--- src/rtl/mod_pkg.sv ---
// Shared encodings, widths and step-selection helper for the modulation
// source scheduler and its phase accumulator.
package mod_pkg;

    localparam int PHASE_W  = 8;   // phase accumulator / ROM address width
    localparam int SAMPLE_W = 7;   // unsigned ROM sample width
    localparam int DOUT_W   = 9;   // signed modulating output width
    localparam int SYM_W    = 16;  // symbol length / symbol counter width

    // Modulation modes as presented on cfg_mode.
    typedef enum logic [1:0] {
        MODE_OFF = 2'd0,
        MODE_AM  = 2'd1,
        MODE_ASK = 2'd2,
        MODE_FSK = 2'd3
    } mode_t;

    // Scheduler states.
    typedef enum logic [1:0] {
        ST_IDLE  = 2'd0,
        ST_RUN   = 2'd1,
        ST_DRAIN = 2'd2
    } state_t;

    // Modes that consume a bit per symbol from the bit stream.
    function automatic logic is_keyed(input mode_t mode);
        logic result;
        result = (mode == MODE_ASK) || (mode == MODE_FSK);
        return result;
    endfunction

    // Phase increment for one clock: FSK with a '1' bit doubles the step
    // (shift left, top bit dropped, i.e. mod 2^PHASE_W); all else uses step.
    function automatic logic [PHASE_W-1:0] active_step(
        input mode_t              mode,
        input logic [PHASE_W-1:0] step,
        input logic               key_bit
    );
        logic [PHASE_W-1:0] result;
        if ((mode == MODE_FSK) && key_bit) begin
            result = {step[PHASE_W-2:0], 1'b0};
        end else begin
            result = step;
        end
        return result;
    endfunction

endpackage

--- src/rtl/mod_phase_acc.sv ---
// Phase accumulator with step selection. The accumulated phase is used
// directly as the address into the external waveform ROM.
module mod_phase_acc
    import mod_pkg::*;
(
    input  logic               clk,
    input  logic               rst_n,
    input  logic               clear,
    input  logic               enable,
    input  logic [1:0]         mode,
    input  logic [PHASE_W-1:0] step,
    input  logic               key_bit,
    output logic [PHASE_W-1:0] phase
);

    logic [PHASE_W-1:0] phase_reg;
    logic [PHASE_W-1:0] inc;

    // Select the increment for this clock from mode, step and keying bit.
    always_comb begin
        inc = active_step(mode_t'(mode), step, key_bit);
    end

    // Accumulate modulo 2^PHASE_W; clear wins over enable.
    always_ff @(posedge clk or negedge rst_n) begin
        if (!rst_n) begin
            phase_reg <= '0;
        end else if (clear) begin
            phase_reg <= '0;
        end else if (enable) begin
            phase_reg <= phase_reg + inc;
        end
    end

    assign phase = phase_reg;

endmodule

--- src/rtl/mod_src_sched.sv ---
// Modulation source scheduler: accepts a configuration, steps a phase
// accumulator through an external waveform ROM, consumes one keying bit per
// symbol (ASK/FSK) and produces a registered modulating sample. A stop request
// is honoured at the next symbol boundary, followed by a two-clock drain.
module mod_src_sched
    import mod_pkg::*;
(
    input  logic                     clk,
    input  logic                     rst_n,
    input  logic                     cfg_valid,
    output logic                     cfg_ready,
    input  logic [1:0]               cfg_mode,
    input  logic [PHASE_W-1:0]       cfg_step,
    input  logic [SYM_W-1:0]         cfg_sym_len,
    input  logic                     stop,
    input  logic                     bit_valid,
    output logic                     bit_ready,
    input  logic                     bit_data,
    output logic [PHASE_W-1:0]       rom_addr,
    input  logic [SAMPLE_W-1:0]      rom_data,
    output logic signed [DOUT_W-1:0] dout,
    output logic                     busy,
    output logic                     underrun
);

    state_t                   state_reg;
    state_t                   state_next;

    // Captured configuration.
    mode_t                    mode_reg;
    logic [PHASE_W-1:0]       step_reg;
    logic [SYM_W-1:0]         len_m1_reg;

    // Symbol tracking.
    logic [SYM_W-1:0]         sym_cnt_reg;
    logic                     cur_bit_reg;
    logic                     stop_pend_reg;
    logic                     drain_cnt_reg;
    logic                     underrun_reg;

    // Alignment pipeline for the ROM read plus output register.
    logic                     vld_d1_reg;
    logic                     key_d1_reg;
    logic signed [DOUT_W-1:0] dout_reg;

    // Decoded per-clock conditions.
    logic                     keyed;
    logic                     boundary;
    logic                     handshake;
    logic                     eff_bit;
    logic                     cfg_accept;
    logic                     run_en;
    logic signed [DOUT_W-1:0] sample_ext;

    // Decode boundary, handshake and the keying bit in effect this clock.
    always_comb begin
        keyed      = is_keyed(mode_reg);
        run_en     = (state_reg == ST_RUN);
        boundary   = run_en && (sym_cnt_reg == len_m1_reg);
        handshake  = run_en && keyed && (sym_cnt_reg == '0);
        // On the handshake clock the incoming bit steers the phase right away;
        // an absent bit counts as 0.
        eff_bit    = handshake ? (bit_valid & bit_data) : cur_bit_reg;
        cfg_accept = (state_reg == ST_IDLE) && cfg_valid
                     && (mode_t'(cfg_mode) != MODE_OFF);
        sample_ext = $signed({{(DOUT_W - SAMPLE_W){1'b0}}, rom_data});
    end

    // State register.
    always_ff @(posedge clk or negedge rst_n) begin
        if (!rst_n) begin
            state_reg <= ST_IDLE;
        end else begin
            state_reg <= state_next;
        end
    end

    // Next-state logic and state-derived handshake outputs.
    always_comb begin
        state_next = state_reg;
        cfg_ready  = 1'b0;
        busy       = 1'b1;
        bit_ready  = 1'b0;
        case (state_reg)
            ST_IDLE: begin
                cfg_ready = 1'b1;
                busy      = 1'b0;
                if (cfg_accept) begin
                    state_next = ST_RUN;
                end
            end
            ST_RUN: begin
                bit_ready = handshake;
                // A stop arriving on the boundary clock itself also counts.
                if (boundary && (stop || stop_pend_reg)) begin
                    state_next = ST_DRAIN;
                end
            end
            ST_DRAIN: begin
                if (drain_cnt_reg) begin
                    state_next = ST_IDLE;
                end
            end
            default: begin
                state_next = ST_IDLE;
            end
        endcase
    end

    // Capture mode, step and symbol length on an accepted configuration.
    always_ff @(posedge clk or negedge rst_n) begin
        if (!rst_n) begin
            mode_reg   <= MODE_OFF;
            step_reg   <= '0;
            len_m1_reg <= '0;
        end else if (cfg_accept) begin
            mode_reg   <= mode_t'(cfg_mode);
            step_reg   <= cfg_step;
            // A zero length behaves as one clock per symbol.
            len_m1_reg <= (cfg_sym_len == '0) ? '0 : (cfg_sym_len - 1'b1);
        end
    end

    // Symbol counter: 0..len-1 while running, wrapping at the boundary.
    always_ff @(posedge clk or negedge rst_n) begin
        if (!rst_n) begin
            sym_cnt_reg <= '0;
        end else if (cfg_accept) begin
            sym_cnt_reg <= '0;
        end else if (run_en) begin
            sym_cnt_reg <= boundary ? '0 : (sym_cnt_reg + 1'b1);
        end
    end

    // Latch the keying bit at each handshake and flag a missing bit.
    always_ff @(posedge clk or negedge rst_n) begin
        if (!rst_n) begin
            cur_bit_reg  <= 1'b0;
            underrun_reg <= 1'b0;
        end else if (cfg_accept) begin
            cur_bit_reg  <= 1'b0;
            underrun_reg <= 1'b0;
        end else if (handshake) begin
            cur_bit_reg <= bit_valid & bit_data;
            if (!bit_valid) begin
                underrun_reg <= 1'b1;
            end
        end
    end

    // Hold a stop request until the boundary; count the two drain clocks.
    always_ff @(posedge clk or negedge rst_n) begin
        if (!rst_n) begin
            stop_pend_reg <= 1'b0;
            drain_cnt_reg <= 1'b0;
        end else begin
            if (cfg_accept || (state_reg == ST_DRAIN)) begin
                stop_pend_reg <= 1'b0;
            end else if (run_en && stop) begin
                stop_pend_reg <= 1'b1;
            end
            drain_cnt_reg <= (state_reg == ST_DRAIN) ? ~drain_cnt_reg : 1'b0;
        end
    end

    // Delay "address issued while running" and the keying bit by one clock so
    // they line up with rom_data, then register the output sample. Loading
    // zero whenever the next state is not RUN keeps dout at 0 in DRAIN/IDLE.
    always_ff @(posedge clk or negedge rst_n) begin
        if (!rst_n) begin
            vld_d1_reg <= 1'b0;
            key_d1_reg <= 1'b0;
            dout_reg   <= '0;
        end else begin
            vld_d1_reg <= run_en;
            key_d1_reg <= eff_bit;
            if ((state_next == ST_RUN) && vld_d1_reg) begin
                if ((mode_reg == MODE_ASK) && !key_d1_reg) begin
                    dout_reg <= '0;
                end else begin
                    dout_reg <= sample_ext;
                end
            end else begin
                dout_reg <= '0;
            end
        end
    end

    mod_phase_acc u_phase_acc (
        .clk     (clk),
        .rst_n   (rst_n),
        .clear   (cfg_accept),
        .enable  (run_en),
        .mode    (mode_reg),
        .step    (step_reg),
        .key_bit (eff_bit),
        .phase   (rom_addr)
    );

    assign dout     = dout_reg;
    assign underrun = underrun_reg;

endmodule

--- config.mk ---
export PLATFORM = sky130hd
export DESIGN_NAME = mod_src_sched
export DESIGN_NICKNAME = d
export VERILOG_FILES = /design/src/rtl/mod_pkg.sv /design/src/rtl/mod_phase_acc.sv /design/src/rtl/mod_src_sched.sv
export SDC_FILE = /design/constraint.sdc
export NUM_CORES = 1
export LEC_CHECK = 0
export CAP_MARGIN = 25
export CELL_PAD_IN_SITES_DETAIL_PLACEMENT = 0
export CELL_PAD_IN_SITES_GLOBAL_PLACEMENT = 1
export CORE_MARGIN = 4
export CORE_UTILIZATION = 41
export CTS_CLUSTER_DIAMETER = 100
export DETAILED_ROUTE_END_ITERATION = 10
export PLACE_DENSITY = 0.89
export RECOVER_POWER = 25
export SLEW_MARGIN = 20
export SYNTH_ARGS = -nofsm -noshare
export SYNTH_HDL_FRONTEND = slang
export SYNTH_SLANG_ARGS = --single-unit
--- constraint.sdc ---
create_clock -name clk -period 4.3 [get_ports clk]
set_input_delay 1.075 -clock clk [delete_from_list [all_inputs] [get_ports clk]]
set_output_delay 1.075 -clock clk [all_outputs]
set_load 0.01 [all_outputs]
==> results_dict.tcl <==
set metrics [dict create \
    outcome "complete, but fails checks" \
    violations "capacitance limit, slew limit" \
    area_delta_synth_final_pct 24.2 \
    ys_ff_latch 65 \
    period_share_pct 93.3 \
    holdWs_ns 0.427 \
    async_flop_share_pct 100 \
    grt_usage_pct 17.4 \
    io-pin-count 60 \
    fmax_ghz 0.249 \
    place.gp.congestion 0.963 \
    cts_max_level 3 \
    cts_inserted_buffers 9 \
    peakVddDrop_v 0.000244 \
    max-slew-margin-rel_pct -12.4 \
    stdcell_area_sq_mm 0.00449 \
    crit_top_cell "nand2_1" \
    fin_skew_ns 0.0119 \
    port_buffers 57 \
    max_stage_delay_ns 0.59 \
    grt_setup_unrepaired "no" \
    power_density_mw_per_mm2 562 \
    start_kind "register" \
    synth.top_cells.by_count "nand2_1, dfrtp_1, nor2_1, xnor2_1, o21ai_0" \
    hold_class "reg2reg" \
    root_buffer "clkbuf_8" \
    tightest_slew_ns 1.69 \
    synth.area.top_cells "dfrtp_1, nand2_1, xnor2_1" \
    dieArea_sq_mm 0.0104 \
    tritoncts "done" \
    core_sq_mm 0.00864 \
    grt_pass1_wl_um 14200 \
    path_max_fanout 6 \
    overflow 0 \
    finalSetupViolCount 0 \
    synth_top_area_share_pct 44.9 \
    crit_chain "nor4_1, nand2_1, or4_4, and2_1, mux2_1, ha_1, a21oi_1, nand2_1, o31a_1, o311ai_0, a32oi_1, o22ai_1" \
    drt-vias-per-instance 5.20 \
    hpwl_um 6330 \
    critPathKind "reg2reg" \
    die_height_um 102 \
    cp.arrival_ns 4.27 \
    drv_slew 34 \
    clockBufferDepth 2 \
    ant_nets 0 \
    cp_slowest_cell "or4_4" \
    clkSinkCount 65 \
    yosysTopAreaCell "dfrtp_1" \
    stdcell_count 562 \
    drt_iter0_markers 148 \
    num-fill-cells 800 \
    worstSetupEndpointType "register" \
    ys_warn_count 0 \
    clock_latency_ns 0.34 \
    clkTransAtPathRegs_ns 0.08 \
    drive_above_1_share_pct 8.15 \
    finalHoldViolations 0 \
    start_util_pct 41.9 \
    yosysUniqueCellTypes 57 \
    worstPathRequired_ns 4.55 \
    ctsResizeCount 0 \
    grt_pass1_vias 2975 \
    p_leak_nw 1.93 \
    syn_inst 388 \
    synth_edf_count 0 \
    synth_flop_cell "dfrtp_1" \
    synth_area_per_cell_sq_um 9.33 \
    synth.most_common_cell "nand2_1" \
    period_needed_ns 4.01 \
    post_dp_cell_area_sq_mm 0.00431 \
    cts_hold_buf 0 \
    drt_first_pass_iters 4 \
    grt_max_degree 34 \
    rows 34 \
    dp.cells 546 \
    drc 0 \
    die_w_um 102 \
    post-cts-setup-buffers 0 \
    antenna_found_initial 0 \
    final.setup.tns_ns 0 \
    seq_area_frac_synth_pct 44.9 \
    final_nets 499 \
    drt-wirelength-per-cell_um 14.7 \
    cap_violations 1 \
    diodes 0 \
    wirelength_um 8270 \
    via_count 2920 \
    synth.cell_area_sq_mm 0.00362 \
]
## critical path, delay by kind of cell, from the launching register on
kind                     cells  cell delay (ns)
AO/OA/AOI/OAI                5             1.15
adder cells (fa/ha/maj)      1             0.33
flip-flops                   1             0.46
multiplexers                 1             0.33
AND/OR/NAND/NOR              5             1.64
## worst paths after layout
path | startpoint | endpoint | slack, ns | depth (start not counted)
max | sym_cnt_reg[8] | u_phase_acc.phase[7] | 0.29 | 12
min | drain_cnt_reg | drain_cnt_reg | 0.43 | 1
max reg2reg | sym_cnt_reg[8] | u_phase_acc.phase[7] | 0.29 | 12
min reg2reg | drain_cnt_reg | drain_cnt_reg | 0.43 | 1
min in group asynchronous | rst_n | step_reg[0] | 0.79 | 1
max in group asynchronous | rst_n | len_m1_reg[2] | 1.38 | 3
## layout make-up
type                       count  area [sq um]  area share, %
clock buffer                  10           138           3.06
clock inverter                 6          72.6           1.61
inverter                      16          60.1           1.34
multi-input combinational    293          1850           41.2
sequential                    65          1630           36.2
tap                          108           135           3.01
timing repair buffer          64           609           13.6
## metrics by stage
| stage | total power, W | utilization, % | setup WS, ns |
|---|---|---|---|
| 6_report | 0.00253 | 52.0 | 0.287 |
| 5_1_grt | 0.00272 | 52.0 | 0.00305 |
| 4_1_cts | 0.00255 | 52.3 | 0.304 |
| 3_5_place_dp | 0.00199 | 49.9 | 0.00380 |
| 3_3_place_gp | 0.00195 | 49.6 | 0.0732 |
| 2_1_floorplan | 0.00164 | - | 0.633 |
## power by group
part           total [W]  leakage [nW]  internal [W]  switching, W
combinational   0.000954          1.03      0.000504      0.000449
clock           0.000550         0.104      0.000292      0.000258
sequential       0.00102         0.802      0.000807      0.000217
total            0.00253          1.93       0.00160      0.000925
## layout by cell type (no fill, tap or decap), types with 3 or more instances in the layout
cell type / n
nand2_1: 70
dfrtp_1: 65
clkdlybuf4s50_1: 56
nor2_1: 38
xnor2_1: 29
o21ai_0: 23
inv_1: 15
xor2_1: 14
nand3_1: 12
ha_1: 10
clkbuf_8: 10
and2_1: 9
nand4_1: 8
a21oi_1: 5
nor3_1: 5
buf_4: 5
nor4_1: 4
mux2_1: 4
o22ai_1: 4
o21a_1: 4
o31ai_1: 4
inv_6: 4
a21o_1: 3
nor4_4: 3
and3_1: 3
clkbuf_1: 3
## cell families after synthesis
family	count (synthesis)	share of synthesized area (%)
simple gates	168	23.1
flops	65	44.9
compound gates	63	11.5
xor+xnor	43	10.4
buf+inv	31	3.97
fa+ha+maj	11	4.01
mux	6	1.97
other cells	1	0.104
## routing by layer
metal	track usage (%)	up-vias	wire (um)
li1	-	1454	-
met1	22.3	1380	3570
met2	30.1	76	4200
met3	3.48	10	393
met4	4.44	0	106
met5	0	-	0
Power figures use the tool's default switching activity.
